==> src/rtl/cpu_defs_pkg.sv <==
// Shared definitions for the multicycle RISC control path.
// Holds the FSM state encodings, instruction opcode/op field values,
// memory command codes, write-back mux codes, ALU op codes and the
// instruction-class flag set produced by the decoder.
package cpu_defs_pkg;

  // FSM state encodings (kept as plain constants for legacy tools)
  localparam int STATE_W = 5;
  localparam logic [STATE_W-1:0] S_RST     = 5'd0;
  localparam logic [STATE_W-1:0] S_IF1     = 5'd1;
  localparam logic [STATE_W-1:0] S_IF2     = 5'd2;
  localparam logic [STATE_W-1:0] S_UPD_PC  = 5'd3;
  localparam logic [STATE_W-1:0] S_DECODE  = 5'd4;
  localparam logic [STATE_W-1:0] S_GET_A   = 5'd5;
  localparam logic [STATE_W-1:0] S_GET_B   = 5'd6;
  localparam logic [STATE_W-1:0] S_EXEC    = 5'd7;
  localparam logic [STATE_W-1:0] S_WB      = 5'd8;
  localparam logic [STATE_W-1:0] S_WR_IMM  = 5'd9;
  localparam logic [STATE_W-1:0] S_ADDR    = 5'd10;
  localparam logic [STATE_W-1:0] S_LD_ADDR = 5'd11;
  localparam logic [STATE_W-1:0] S_MEM_RD  = 5'd12;
  localparam logic [STATE_W-1:0] S_LDR_WB  = 5'd13;
  localparam logic [STATE_W-1:0] S_STR_GET = 5'd14;
  localparam logic [STATE_W-1:0] S_STR_C   = 5'd15;
  localparam logic [STATE_W-1:0] S_STR_MEM = 5'd16;
  localparam logic [STATE_W-1:0] S_HALT    = 5'd17;

  // opcode field IR[15:13]
  localparam logic [2:0] OPC_MOV  = 3'b110;
  localparam logic [2:0] OPC_ALU  = 3'b101;
  localparam logic [2:0] OPC_LDR  = 3'b011;
  localparam logic [2:0] OPC_STR  = 3'b100;
  localparam logic [2:0] OPC_HALT = 3'b111;

  // op field IR[12:11]
  localparam logic [1:0] OP_MOV_IMM = 2'b10;
  localparam logic [1:0] OP_MOV_REG = 2'b00;
  localparam logic [1:0] OP_MEM     = 2'b00;
  localparam logic [1:0] OP_CMP     = 2'b01;
  localparam logic [1:0] OP_MVN     = 2'b11;

  typedef enum logic [1:0] {
    MEM_NONE  = 2'b00,
    MEM_READ  = 2'b01,
    MEM_WRITE = 2'b10
  } mem_cmd_e;

  typedef enum logic [1:0] {
    VSEL_MDATA  = 2'b00,
    VSEL_SXIMM8 = 2'b01,
    VSEL_PC     = 2'b10,
    VSEL_C      = 2'b11
  } vsel_e;

  localparam logic [1:0] ALU_ADD = 2'b00;
  localparam logic [1:0] ALU_CMP = 2'b01;
  localparam logic [1:0] ALU_AND = 2'b10;
  localparam logic [1:0] ALU_MVN = 2'b11;

  typedef struct packed {
    logic mov_imm;
    logic mov_reg;
    logic alu;
    logic cmp;
    logic mvn;
    logic ldr;
    logic str;
    logic halt;
  } instr_class_t;

endpackage

==> src/rtl/instr_decoder.sv <==
// Combinational instruction decoder.
// Ports:
//   ir      in  16  instruction register
//   op      out 2   IR[12:11]
//   rn/rd/rm out 3  register fields IR[10:8], IR[7:5], IR[2:0]
//   sh      out 2   shift field IR[4:3]
//   sximm8  out 16  sign-extended IR[7:0]
//   sximm5  out 16  sign-extended IR[4:0]
//   cls     out     instruction-class flags
module instr_decoder
  import cpu_defs_pkg::*;
(
  input  logic [15:0]  ir,
  output logic [1:0]   op,
  output logic [2:0]   rn,
  output logic [2:0]   rd,
  output logic [2:0]   rm,
  output logic [1:0]   sh,
  output logic [15:0]  sximm8,
  output logic [15:0]  sximm5,
  output instr_class_t cls
);

  logic [2:0] opcode;

  assign opcode = ir[15:13];
  assign op     = ir[12:11];
  assign rn     = ir[10:8];
  assign rd     = ir[7:5];
  assign sh     = ir[4:3];
  assign rm     = ir[2:0];
  assign sximm8 = {{8{ir[7]}}, ir[7:0]};
  assign sximm5 = {{11{ir[4]}}, ir[4:0]};

  // Encodings that match none of these flags execute as NOPs.
  always_comb begin
    cls         = '0;
    cls.mov_imm = (opcode == OPC_MOV)  && (op == OP_MOV_IMM);
    cls.mov_reg = (opcode == OPC_MOV)  && (op == OP_MOV_REG);
    cls.alu     = (opcode == OPC_ALU);
    cls.cmp     = (opcode == OPC_ALU)  && (op == OP_CMP);
    cls.mvn     = (opcode == OPC_ALU)  && (op == OP_MVN);
    cls.ldr     = (opcode == OPC_LDR)  && (op == OP_MEM);
    cls.str     = (opcode == OPC_STR)  && (op == OP_MEM);
    cls.halt    = (opcode == OPC_HALT) && (op == OP_MEM);
  end

endmodule

==> src/rtl/fetch_control_fsm.sv <==
// Multicycle fetch/decode/control sequencer for the 16-bit, 8-register core.
// Owns PC, IR and the data-address register; all datapath strobes are Moore
// outputs decoded from the current state and the IR fields.
// Ports:
//   clk, rst_n          clock, asynchronous active-low reset
//   mdata               memory read data (instruction source in fetch)
//   datapath_out        ALU result C; low PC_W bits form the load/store address
//   mem_cmd, mem_addr   memory port command and address
//   PC                  program counter
//   vsel, write, writenum, readnum   register-file controls
//   loada/loadb/loadc/loads, asel, bsel, shift, aluop   datapath controls
//   sximm8, sximm5      sign-extended immediates
//   halted              high in HALT
module fetch_control_fsm
  import cpu_defs_pkg::*;
#(
  parameter int              PC_W     = 8,
  parameter logic [PC_W-1:0] RESET_PC = '0
) (
  input  logic            clk,
  input  logic            rst_n,
  input  logic [15:0]     mdata,
  input  logic [15:0]     datapath_out,
  output logic [1:0]      mem_cmd,
  output logic [PC_W-1:0] mem_addr,
  output logic [PC_W-1:0] PC,
  output logic [1:0]      vsel,
  output logic            write,
  output logic [2:0]      writenum,
  output logic [2:0]      readnum,
  output logic            loada,
  output logic            loadb,
  output logic            loadc,
  output logic            loads,
  output logic            asel,
  output logic            bsel,
  output logic [1:0]      shift,
  output logic [1:0]      aluop,
  output logic [15:0]     sximm8,
  output logic [15:0]     sximm5,
  output logic            halted
);

  logic [STATE_W-1:0] state_reg, state_next;
  logic [PC_W-1:0]    pc_reg, pc_next;
  logic [15:0]        ir_reg, ir_next;
  logic [PC_W-1:0]    daddr_reg, daddr_next;

  logic [1:0]   op;
  logic [2:0]   rn, rd, rm;
  logic [1:0]   sh;
  instr_class_t cls;

  instr_decoder u_dec (
    .ir     (ir_reg),
    .op     (op),
    .rn     (rn),
    .rd     (rd),
    .rm     (rm),
    .sh     (sh),
    .sximm8 (sximm8),
    .sximm5 (sximm5),
    .cls    (cls)
  );

  // Only the low PC_W bits of C address memory.
  generate
    if (PC_W < 16) begin : g_dp_hi
      logic unused_dp_hi;
      assign unused_dp_hi = ^datapath_out[15:PC_W];
    end
  endgenerate

  always_ff @(posedge clk or negedge rst_n) begin
    if (!rst_n) begin
      state_reg <= S_RST;
      pc_reg    <= RESET_PC;
      ir_reg    <= '0;
      daddr_reg <= '0;
    end else begin
      state_reg <= state_next;
      pc_reg    <= pc_next;
      ir_reg    <= ir_next;
      daddr_reg <= daddr_next;
    end
  end

  always_comb begin
    state_next = state_reg;
    pc_next    = pc_reg;
    ir_next    = ir_reg;
    daddr_next = daddr_reg;
    case (state_reg)
      S_RST:    state_next = S_IF1;
      S_IF1:    state_next = S_IF2;
      S_IF2: begin
        ir_next    = mdata;
        state_next = S_UPD_PC;
      end
      S_UPD_PC: begin
        // natural wrap from all-ones to zero
        pc_next    = pc_reg + {{(PC_W-1){1'b0}}, 1'b1};
        state_next = S_DECODE;
      end
      S_DECODE: begin
        if (cls.mov_imm)                  state_next = S_WR_IMM;
        else if (cls.mov_reg)             state_next = S_GET_B;
        else if (cls.alu || cls.ldr || cls.str) state_next = S_GET_A;
        else if (cls.halt)                state_next = S_HALT;
        else                              state_next = S_IF1;
      end
      S_GET_A:   state_next = (cls.ldr || cls.str) ? S_ADDR : S_GET_B;
      S_GET_B:   state_next = S_EXEC;
      S_EXEC:    state_next = cls.cmp ? S_IF1 : S_WB;
      S_WB:      state_next = S_IF1;
      S_WR_IMM:  state_next = S_IF1;
      S_ADDR:    state_next = S_LD_ADDR;
      S_LD_ADDR: begin
        daddr_next = datapath_out[PC_W-1:0];
        state_next = cls.ldr ? S_MEM_RD : S_STR_GET;
      end
      S_MEM_RD:  state_next = S_LDR_WB;
      S_LDR_WB:  state_next = S_IF1;
      S_STR_GET: state_next = S_STR_C;
      S_STR_C:   state_next = S_STR_MEM;
      S_STR_MEM: state_next = S_IF1;
      S_HALT:    state_next = S_HALT;
      default:   state_next = S_RST;
    endcase
  end

  assign PC       = pc_reg;
  assign mem_addr = (state_reg == S_IF1 || state_reg == S_IF2) ? pc_reg : daddr_reg;

  always_comb begin
    mem_cmd  = MEM_NONE;
    vsel     = VSEL_MDATA;
    write    = 1'b0;
    writenum = 3'd0;
    readnum  = 3'd0;
    loada    = 1'b0;
    loadb    = 1'b0;
    loadc    = 1'b0;
    loads    = 1'b0;
    asel     = 1'b0;
    bsel     = 1'b0;
    shift    = 2'b00;
    aluop    = ALU_ADD;
    halted   = 1'b0;
    case (state_reg)
      S_IF1, S_IF2: mem_cmd = MEM_READ;
      S_GET_A: begin
        readnum = rn;
        loada   = 1'b1;
      end
      S_GET_B: begin
        readnum = rm;
        loadb   = 1'b1;
      end
      S_EXEC: begin
        shift = sh;
        aluop = cls.mov_reg ? ALU_ADD : op;
        // A forced to zero: MOV passes B through, MVN ignores A
        asel  = cls.mov_reg || cls.mvn;
        loads = cls.cmp;
        loadc = !cls.cmp;
      end
      S_WB: begin
        vsel     = VSEL_C;
        write    = 1'b1;
        writenum = rd;
      end
      S_WR_IMM: begin
        vsel     = VSEL_SXIMM8;
        write    = 1'b1;
        writenum = rn;
      end
      S_ADDR: begin
        bsel  = 1'b1;
        loadc = 1'b1;
      end
      S_MEM_RD: mem_cmd = MEM_READ;
      S_LDR_WB: begin
        mem_cmd  = MEM_READ;
        vsel     = VSEL_MDATA;
        write    = 1'b1;
        writenum = rd;
      end
      S_STR_GET: begin
        readnum = rd;
        loadb   = 1'b1;
      end
      S_STR_C: begin
        asel  = 1'b1;
        loadc = 1'b1;
      end
      S_STR_MEM: mem_cmd = MEM_WRITE;
      S_HALT:    halted = 1'b1;
      default: ;
    endcase
  end

endmodule

==> config.mk <==
export PLATFORM = sky130hd
export DESIGN_NAME = fetch_control_fsm
export DESIGN_NICKNAME = d
export VERILOG_FILES = /design/src/rtl/cpu_defs_pkg.sv /design/src/rtl/instr_decoder.sv /design/src/rtl/fetch_control_fsm.sv
export SDC_FILE = /design/constraint.sdc
export NUM_CORES = 1
export LEC_CHECK = 0
export BUFFER_PORTS_ARGS = -buffer_cell sky130_fd_sc_hd__buf_2
export CORE_ASPECT_RATIO = 1.25
export CORE_MARGIN = 4
export CORE_UTILIZATION = 30
export CTS_CLUSTER_SIZE = 8
export DETAILED_ROUTE_END_ITERATION = 8
export RECOVER_POWER = 25
export SYNTH_ARGS = -nofsm -noshare
export SYNTH_HDL_FRONTEND = slang
export SYNTH_SLANG_ARGS = --single-unit
==> constraint.sdc <==
create_clock -name clk -period 1.5 [get_ports clk]
set_input_delay 0.225 -clock clk [delete_from_list [all_inputs] [get_ports clk]]
set_output_delay 0.225 -clock clk [all_outputs]
set_load 0.02 [all_outputs]
==> flow_metrics.tcl <==
set metrics [dict create \
    ir_worst_vdd_v 0.00121 \
    yosysSeqAreaShare 0.374 \
    synth_seq_cells 37 \
    yosys-top-cells-area "dfrtp_1 (37%), mux2_2 (10%), buf_4 (10%), mux2_4 (6.1%), mux2i_1 (2.4%)" \
    nNetsFinal 409 \
    multi_input_area_sq_um 1590 \
    synthCells 236 \
    grt_max_degree 38 \
    cts_tree "yes" \
    htreeDepth 2 \
    placedCellCount 424 \
    start_util 0.312 \
    rows 36 \
    clk_pin_slew_worst_paths_ns 0.08 \
    end_kind "output port" \
    fin_skew_ns 0.00540 \
    final_area_sq_um 4230 \
    synthDominantCellAreaShare 0.374 \
    largest_reg_flops 16 \
    cts-buffers-inserted 5 \
    final_cell_mix "buf_2 (68), buf_6 (50), buf_4 (50)" \
    finalCriticalPeriod_ns 1.93 \
    core_area_sq_um 7930 \
    place_area_sq_um 3170 \
    mostFrequentLayoutCell "buf_2" \
    violations "setup timing" \
    max_cap_viol_count 0 \
    leakage_nw 2.02 \
    syn_nets 271 \
    min-delay-path-class "input pin to flop" \
    yosys.area.top_type "dfrtp_1" \
    max_slew_margin 0.368 \
    nFillCells 646 \
    ys_types 50 \
    drv_slew 0 \
    finalNonFillerCells 470 \
    fmax_mhz 518 \
    layout_setup_ws_ns -0.429 \
    wl_per_cell_um 16.5 \
    cts_root_buffer "clkbuf_8" \
    detail_route.iter0.violations 113 \
    track_usage 0.152 \
    vias 2261 \
    tightest_slew_ns 0.948 \
    wirelength_mm 7.75 \
    period_share 1.29 \
    arrival_ns 1.70 \
    place_hpwl_mm 4.81 \
    dr.pass1.iters 4 \
    grt_pass1_wl_mm 11.6 \
    regArea_sq_um 933 \
    async_flop_share 1.00 \
    portBuffers 95 \
    rsz0062_at_grt "yes" \
    yosys_warnings 0 \
    p_total_mw 9.73 \
    syn_avg_cell_area_sq_um 10.5 \
    critical_path.startpoint_type "flop" \
    antenna_found_initial 0 \
    drive_gt1_frac 0.776 \
    grt_pass1_vias 2341 \
    area_growth_pct 70.9 \
    required_ns 1.27 \
    synth_edf_count 0 \
    power.density_nw_per_um2 2300 \
    via_per_inst 4.81 \
    status "complete, but fails checks" \
    syn_area_sq_um 2480 \
    synth-main-ff-cell "dfrtp_1" \
    die-height_um 110 \
    clkLatencyLatePin_ns 0.29 \
    hold_viol 0 \
    crit_fanout 8 \
    setup_violations 66 \
    drc 0 \
    cts_buffer_depth 2 \
    worst-setup-path-type "flop to output port" \
    gp_congestion 0.857 \
    grt_overflow 0 \
    cts.sinks 37 \
    diodes 0 \
    ant_nets 0 \
    io_pins 104 \
    die_w_um 89.3 \
    die_area_sq_um 9780 \
]
[critical path, cell delays in order, from the launching register on]
cell and delay (ns):
dfrtp_2 0.46, nand2b_1 0.19, nand2_2 0.10, nand2_4 0.13
mux2_2 0.36, buf_4 0.16
[metrics by stage]
stage / hold slack (ns) / utilization / setup TNS [ns] / setup slack, ns
2_1_floorplan: -0.0706 / - / -1.79 / -0.140
3_5_place_dp: 0.308 / 0.400 / -3.08 / -0.144
3_3_place_gp: 0.300 / 0.400 / -2.65 / -0.125
4_1_cts: 0.150 / 0.494 / -12.11 / -0.397
6_report: 0.156 / 0.534 / -15.27 / -0.429
5_1_grt: 0.149 / 0.534 / -18.75 / -0.474
[metal layers]
| layer | up-vias | GRT usage | share of wire |
|---|---|---|---|
| met5 | - | 0 | 0 |
| met4 | 0 | 0.0415 | 0.018 |
| met3 | 12 | 0.0202 | 0.033 |
| met2 | 50 | 0.278 | 0.55 |
| met1 | 1127 | 0.183 | 0.40 |
| li1 | 1072 | - | - |
[power by group]
| part | internal, mW | total, mW | switching, mW |
|---|---|---|---|
| logic | 3.56 | 6.86 | 3.30 |
| clock network | 0.498 | 0.893 | 0.395 |
| registers | 1.46 | 1.98 | 0.522 |
[cell usage after synthesis (3+ instances only)]
master and n:
buf_2 4, nor2b_1 5, a21oi_1 5, clkbuf_1 3, nor2_1 15, and2_1 4
xnor2_1 5, nor3_1 3, nand2_1 14, o21ai_0 6, and3_1 3, mux2_2 23
dfrtp_1 37, inv_1 4, buf_6 5, nand3_1 4, a31oi_1 3, nand2b_1 5
buf_4 34, mux2_4 10, mux2i_1 6
[kinds of logic after synthesis]
family	Yosys count	synth area share
mux	39	0.189
simple gates	71	0.175
flops	37	0.374
compound gates	30	0.0854
fa+ha+maj	1	0.00505
xor+xnor	7	0.0248
buf+inv	51	0.147
[cell type report]
type,count,share of cell area
well taps,95,0.0281
clock inverters,3,0.0109
repair buffers,178,0.345
inverters,4,0.00355
multi-input cells,148,0.375
flip-flops and latches,37,0.221
clock buffers,5,0.0163
[path summary, 6_finish.rpt]
path	start	endpoint	slack [ns]	cells after the start
worst min-delay path	mdata[14]	ir_reg[14]	0.16	2
worst max-delay path	state_reg[1]	mem_addr[0]	-0.43	5
worst max register to register	state_reg[1]	PC[1]	-0.21	8
worst min register to register	daddr_reg[6]	daddr_reg[6]	0.52	1
min in group asynchronous	rst_n	ir_reg[2]	0.69	3
max in group asynchronous	rst_n	state_reg[0]	0.16	3
[repair_timing]
| action | CTS | global route |
|---|---|---|
| gates resized for setup | 115 | 53 |
| setup buffers | 22 | 20 |
| gates cloned | 2 | 1 |
| endpoints found under the setup margin | 63 | 67 |
| hold buffers | 1 | 0 |
| pin swaps | 34 | 25 |
| endpoints found under the hold margin | 25 | 0 |
No activity file was read; power rests on OpenSTA's default activity.
